==> config.mk <==
export PLATFORM = sky130hd
export DESIGN_NAME = serial_adder_ctrl_flat
export DESIGN_NICKNAME = d
export VERILOG_FILES = /design/src/rtl/serial_adder_ctrl_if.sv /design/src/rtl/serial_adder_ctrl.sv /design/src/flat_wrapper.sv
export SDC_FILE = /design/constraint.sdc
export NUM_CORES = 1
export LEC_CHECK = 0
export CAP_MARGIN = 0
export CORE_ASPECT_RATIO = 1.1
export CORE_UTILIZATION = 48
export CTS_BUF_LIST = sky130_fd_sc_hd__clkbuf_4 sky130_fd_sc_hd__clkbuf_8
export DETAILED_ROUTE_END_ITERATION = 7
export GPL_TIMING_DRIVEN = 1
export PLACE_DENSITY = 0.74
export SETUP_SLACK_MARGIN = 0.4
export SKIP_LAST_GASP = 1
export SLEW_MARGIN = 15
export SYNTH_ARGS = -nofsm -noshare
export SYNTH_HDL_FRONTEND = slang
export SYNTH_SLANG_ARGS = --single-unit
export TNS_END_PERCENT = 10
==> constraint.sdc <==
create_clock -name clk -period 1.6 [get_ports clk]
set_clock_uncertainty 0.1 [all_clocks]
set_input_delay 0.32 -clock clk [delete_from_list [all_inputs] [get_ports clk]]
set_output_delay 0.32 -clock clk [all_outputs]
set_load 0.02 [all_outputs]
==> src/rtl/serial_adder_ctrl_if.sv <==
// serial_adder_ctrl_if: start/busy/done handshake, operands and result of the serial adder.
// The sub select exists only when SERIAL_ADDER_SUB_EN is defined.
interface serial_adder_ctrl_if #(parameter int WIDTH = 8);
  logic             start;
  logic [WIDTH-1:0] op_a;
  logic [WIDTH-1:0] op_b;
  logic             cin;
`ifdef SERIAL_ADDER_SUB_EN
  logic             sub;
`endif
  logic             busy;
  logic             done;
  logic [WIDTH-1:0] sum;
  logic             cout;
  modport master(output start, op_a, op_b, cin,
`ifdef SERIAL_ADDER_SUB_EN
    output sub,
`endif
    input busy, done, sum, cout);
  modport slave(input start, op_a, op_b, cin,
`ifdef SERIAL_ADDER_SUB_EN
    input sub,
`endif
    output busy, done, sum, cout);
endinterface

==> src/rtl/serial_adder_ctrl.sv <==
// serial_adder_ctrl: bit-serial ripple adder, one full_adder cell stepped LSB first over WIDTH bits.
// Optional subtract mode (op_a - op_b) when SERIAL_ADDER_SUB_EN is defined.
module full_adder (
  input  logic a,
  input  logic b,
  input  logic cin,
  output logic sout,
  output logic cout
);
  assign sout = a ^ b ^ cin;
  assign cout = (a & b) | (cin & (a ^ b));
endmodule

module serial_adder_ctrl #(parameter int WIDTH = 8) (
  input logic                clk,
  input logic                rst_n,
  serial_adder_ctrl_if.slave bus
);
  localparam int CW = $clog2(WIDTH + 1);
  typedef enum logic [1:0] {IDLE, RUN, DONE} state_t;
  state_t           state_q, state_d;
  logic [WIDTH-1:0] a_q, a_d, b_q, b_d, ps_q, ps_d, sum_q, sum_d;
  logic [CW-1:0]    cnt_q, cnt_d;
  logic             c_q, c_d, cout_q, cout_d;
  logic             fa_s, fa_c, sub_w;
`ifdef SERIAL_ADDER_SUB_EN
  assign sub_w = bus.sub;
`else
  assign sub_w = 1'b0;
`endif
  full_adder u_fa (.a(a_q[0]), .b(b_q[0]), .cin(c_q), .sout(fa_s), .cout(fa_c));
  always_ff @(posedge clk or negedge rst_n) begin
    if (!rst_n) begin
      state_q <= IDLE;
      a_q     <= '0;
      b_q     <= '0;
      ps_q    <= '0;
      sum_q   <= '0;
      cnt_q   <= '0;
      c_q     <= 1'b0;
      cout_q  <= 1'b0;
    end else begin
      state_q <= state_d;
      a_q     <= a_d;
      b_q     <= b_d;
      ps_q    <= ps_d;
      sum_q   <= sum_d;
      cnt_q   <= cnt_d;
      c_q     <= c_d;
      cout_q  <= cout_d;
    end
  end
  always_comb begin
    state_d = state_q;
    a_d     = a_q;
    b_d     = b_q;
    ps_d    = ps_q;
    sum_d   = sum_q;
    cnt_d   = cnt_q;
    c_d     = c_q;
    cout_d  = cout_q;
    if (state_q == IDLE && bus.start) begin
      state_d = RUN;
      a_d     = bus.op_a;
      b_d     = sub_w ? ~bus.op_b : bus.op_b;
      c_d     = sub_w | bus.cin;
      cnt_d   = '0;
    end else if (state_q == RUN) begin
      a_d   = a_q >> 1;
      b_d   = b_q >> 1;
      ps_d  = {fa_s, ps_q[WIDTH-1:1]};
      c_d   = fa_c;
      cnt_d = cnt_q + 1'b1;
      // final bit: publish the freshly completed sum directly from the shift path
      if (cnt_q == CW'(WIDTH - 1)) begin
        state_d = DONE;
        sum_d   = {fa_s, ps_q[WIDTH-1:1]};
        cout_d  = fa_c;
      end
    end else if (state_q == DONE) begin
      state_d = IDLE;
    end
  end
  always_comb begin
    bus.busy = state_q == RUN;
    bus.done = state_q == DONE;
    bus.sum  = sum_q;
    bus.cout = cout_q;
  end
endmodule

==> src/flat_wrapper.sv <==
// flat-port wrapper written by rule: the top's interface ports become plain ports
module serial_adder_ctrl_flat 
#(parameter int WIDTH = 8)
  (clk, rst_n, bus_start, bus_op_a, bus_op_b, bus_cin, bus_busy, bus_done, bus_sum, bus_cout);
  serial_adder_ctrl_if #(.WIDTH(WIDTH)) bus_i ();
  input logic clk;
  input logic rst_n;
  input wire logic [$bits(bus_i.start)-1:0] bus_start;
  input wire logic [$bits(bus_i.op_a)-1:0] bus_op_a;
  input wire logic [$bits(bus_i.op_b)-1:0] bus_op_b;
  input wire logic [$bits(bus_i.cin)-1:0] bus_cin;
  output wire logic [$bits(bus_i.busy)-1:0] bus_busy;
  output wire logic [$bits(bus_i.done)-1:0] bus_done;
  output wire logic [$bits(bus_i.sum)-1:0] bus_sum;
  output wire logic [$bits(bus_i.cout)-1:0] bus_cout;
  assign bus_i.start = bus_start;
  assign bus_i.op_a = bus_op_a;
  assign bus_i.op_b = bus_op_b;
  assign bus_i.cin = bus_cin;
  assign bus_busy = bus_i.busy;
  assign bus_done = bus_i.done;
  assign bus_sum = bus_i.sum;
  assign bus_cout = bus_i.cout;
  serial_adder_ctrl #(.WIDTH(WIDTH)) u_core (.clk(clk), .rst_n(rst_n), .bus(bus_i));
endmodule
==> impl_results.md <==
- Multi-input logic area: approximately 800 um^2
- Total core area: 3390 um^2
- Syn Nets: approximately 170
- Initial core utilization: 0.513
- Achievable frequency: ~630 MHz
- Sequential Area: a little under 1000 um^2
- Sequential area share after synthesis: 0.562
- CTS max path bufs: 2
- Routed WL: about 3.7 mm
- Vias per inst: approximately 5.2
- CTS Root Cell: clkbuf_4
- Req. time, crit path: between 1000 and 1500 ps
- Avg WL per Cell: 15.7 um
- Largest net degree at the start of global routing: 40
- Placed insts: 215
- Initial antenna violation count: 0
- Worst slew pin tran: 270 ps
- Hold Crit Class: primary input to asynchronous set/reset pin
- CP startpoint: u_core.state_q[1]
- Worst EP arrival: 1160 ps
- Worst-path fanout max: 3
- Seq cells post-synth: 39
- Post-place instance area: about 2100 um^2
- RSZ-0062 raised after global routing: yes
- CP startpoint kind: flip-flop
- Crit Path Class: flip-flop to output pin
- Final Max Slew Viols: 0
- GR Overflow Total: 0
- Initial DRC count: 37
- DRC Markers: 0
- Vias post-DR: 1,218
- Gp weighted congestion: 0.732
- Max-slew headroom: 0.820
- Max IR drop VDD: 1.20 mV
- DIE AREA: 3860 um^2
- Final HPWL DP: between 2 and 2.5 mm
- PwrDens: slightly above 2000 nW/um^2
- First-pass GRT wire length: approximately 5.6 mm
- Fillers: 258
- Row cnt: 22
- Syn. warnings: 0
- H-tree depth: 2
- Outcome: finished, final reports clean
- Mapped cell area: 1740 um^2
- R2r startpoint: u_core.state_q[1]
- CTS buffer count: 5
- Die Height: between 60 and 70 um
- Final setup viols: 0
- Commonest non-fill, non-tap cell in the layout: dfrtp_1
- Lkg Pwr: 1.08 nW
- Clk slew on worst S/H paths: roughly 130 ps
- Shortest period the worst path allows: between 1500 and 2000 ps
- Clk sinks: 39
- I/O pin cnt: 31
- Syn Area/Cell: 12.3 um^2
- PortBufs: 30
- Antenna Cells: 0
- Cells after synthesis: between 100 and 150
- Die width: just under 60 um
- Layout cell share with drive strength beyond 1: 0.301
- Worst skew pair latency: 350 ps
- CTS tree: yes
- Nets: between 200 and 250
- Post-route cell area: between 2000 and 2500 um^2
- Drt pass-1 iters: 4
- Period utilisation layout: 0.989
- Routed Antenna Nets: 0
- Critical path endpoint category: output pin
- Gr usage total: 0.199
- Count of final hold-check violations: 0
- Most frequent cells in the layout: dfrtp_1 (37), nand2_1 (19), clkdlybuf4s50_1 (18)
- Fin cells: 234
- MaxCap Viol Count: 0
- Area delta synth->final: 37.3%
- Unique cell type count in the Yosys netlist: 24
- Number of global-route vias before repair: between 1,000 and 1,500
-- power by group --
group / switching, mW / internal [mW] / total [mW]
clock network: 0.348 / 0.486 / 0.833
registers: 0.300 / 1.43 / 1.73
logic: 1.01 / 1.23 / 2.25
total: 1.66 / 3.15 / 4.81
-- stage by stage --
stage	setup slack, ps	TNS, ps	total power, mW	util	hold slack (ps)
finish	18.1	0	4.81	0.704	335
global route	-22.6	-34.8	5.11	0.704	350
CTS	12.8	0	4.44	0.667	334
detailed placement	-43.9	-225	3.51	0.623	201
global placement	-19.2	-19.2	3.39	0.623	200
floorplan	191	0	3.02	-	-75.6
-- worst paths after layout --
path / slack, ps / endpoint / cells past startpoint
max in group asynchronous: 850 / u_core.state_q[0] / 3
min in group clk: 400 / u_core.a_q[5] / 3
worst max register to register: 40 / u_core.state_q[0] / 5
worst min register to register: 410 / u_core.bus.sum[0] / 1
worst min-delay path: 340 / u_core.ps_q[2] / 3
worst max-delay path: 20 / bus_busy / 3
-- per-layer routing --
metal	GRT usage	vias up	wire, um
met5	0	-	0
met4	0.0536	0	65
met3	0.0619	9	188
met2	0.334	37	1860
met1	0.243	594	1560
li1	-	578	-
-- cell families after synthesis --
kind of cell,synth area share
xor+xnor,0.0151
compound gates,0.0627
fa+ha+maj,0.0404
buf+inv,0.0346
simple gates,0.0887
mux,0.196
flops,0.562
-- worst max-delay path: stages (launching register included) --
cell	delay, ps
dfrtp_2	460
inv_2	90
ha_4	150
buf_6	110
-- flip-flops by register name, indices dropped and copies added, names as in the netlist --
| name | cells |
|---|---|
| u_core.a_q | 8 |
| u_core.b_q | 8 |
| u_core.bus.sum | 8 |
| u_core.ps_q | 7 |
| u_core.cnt_q | 4 |
| u_core.state_q | 2 |
| u_core.bus.cout | 1 |
| u_core.c_q | 1 |
-- cell type report --
cell class	instances	share of cell area
Clock buffer	5	0.0158
Sequential cell	39	0.411
Multi-Input combinational cell	97	0.331
Tap cell	48	0.0252
Timing Repair Buffer	40	0.186
Inverter	2	0.00315
Clock inverter	3	0.0284
-- what timing repair did --
| item | CTS | global route |
|---|---|---|
| buffers inserted | 2 | 2 |
| resized for setup | 39 | 11 |
| pin swaps | 0 | 1 |
| cloned | 1 | 5 |
| setup endpoints to repair | 50 | 50 |
| endpoints found under the hold margin | 39 | 0 |
| hold buffers | 1 | 0 |
-- Yosys cell counts --
library cell | instances | area, um^2
inv_1 | 2 | 7.51
xor2_1 | 2 | 17.5
nand4_1 | 1 | 6.26
dfrtp_1 | 39 | 976
nand2b_1 | 2 | 12.5
xnor2_1 | 1 | 8.76
buf_2 | 3 | 15.0
mux2i_1 | 16 | 160
o21ai_0 | 15 | 75.1
buf_4 | 3 | 22.5
a21oi_1 | 1 | 5.00
nor2b_4 | 1 | 13.8
o21ai_1 | 2 | 10.0
a311oi_1 | 1 | 8.76
nand3_4 | 1 | 17.5
buf_6 | 1 | 11.3
ha_1 | 4 | 50.1
mux2_2 | 16 | 180
nor2_1 | 7 | 26.3
clkbuf_1 | 1 | 3.75
a311o_1 | 1 | 10.0
nand2_1 | 19 | 71.3
and2_1 | 1 | 6.26
fa_1 | 1 | 20.0
No activity file was read; power rests on OpenSTA's default activity.
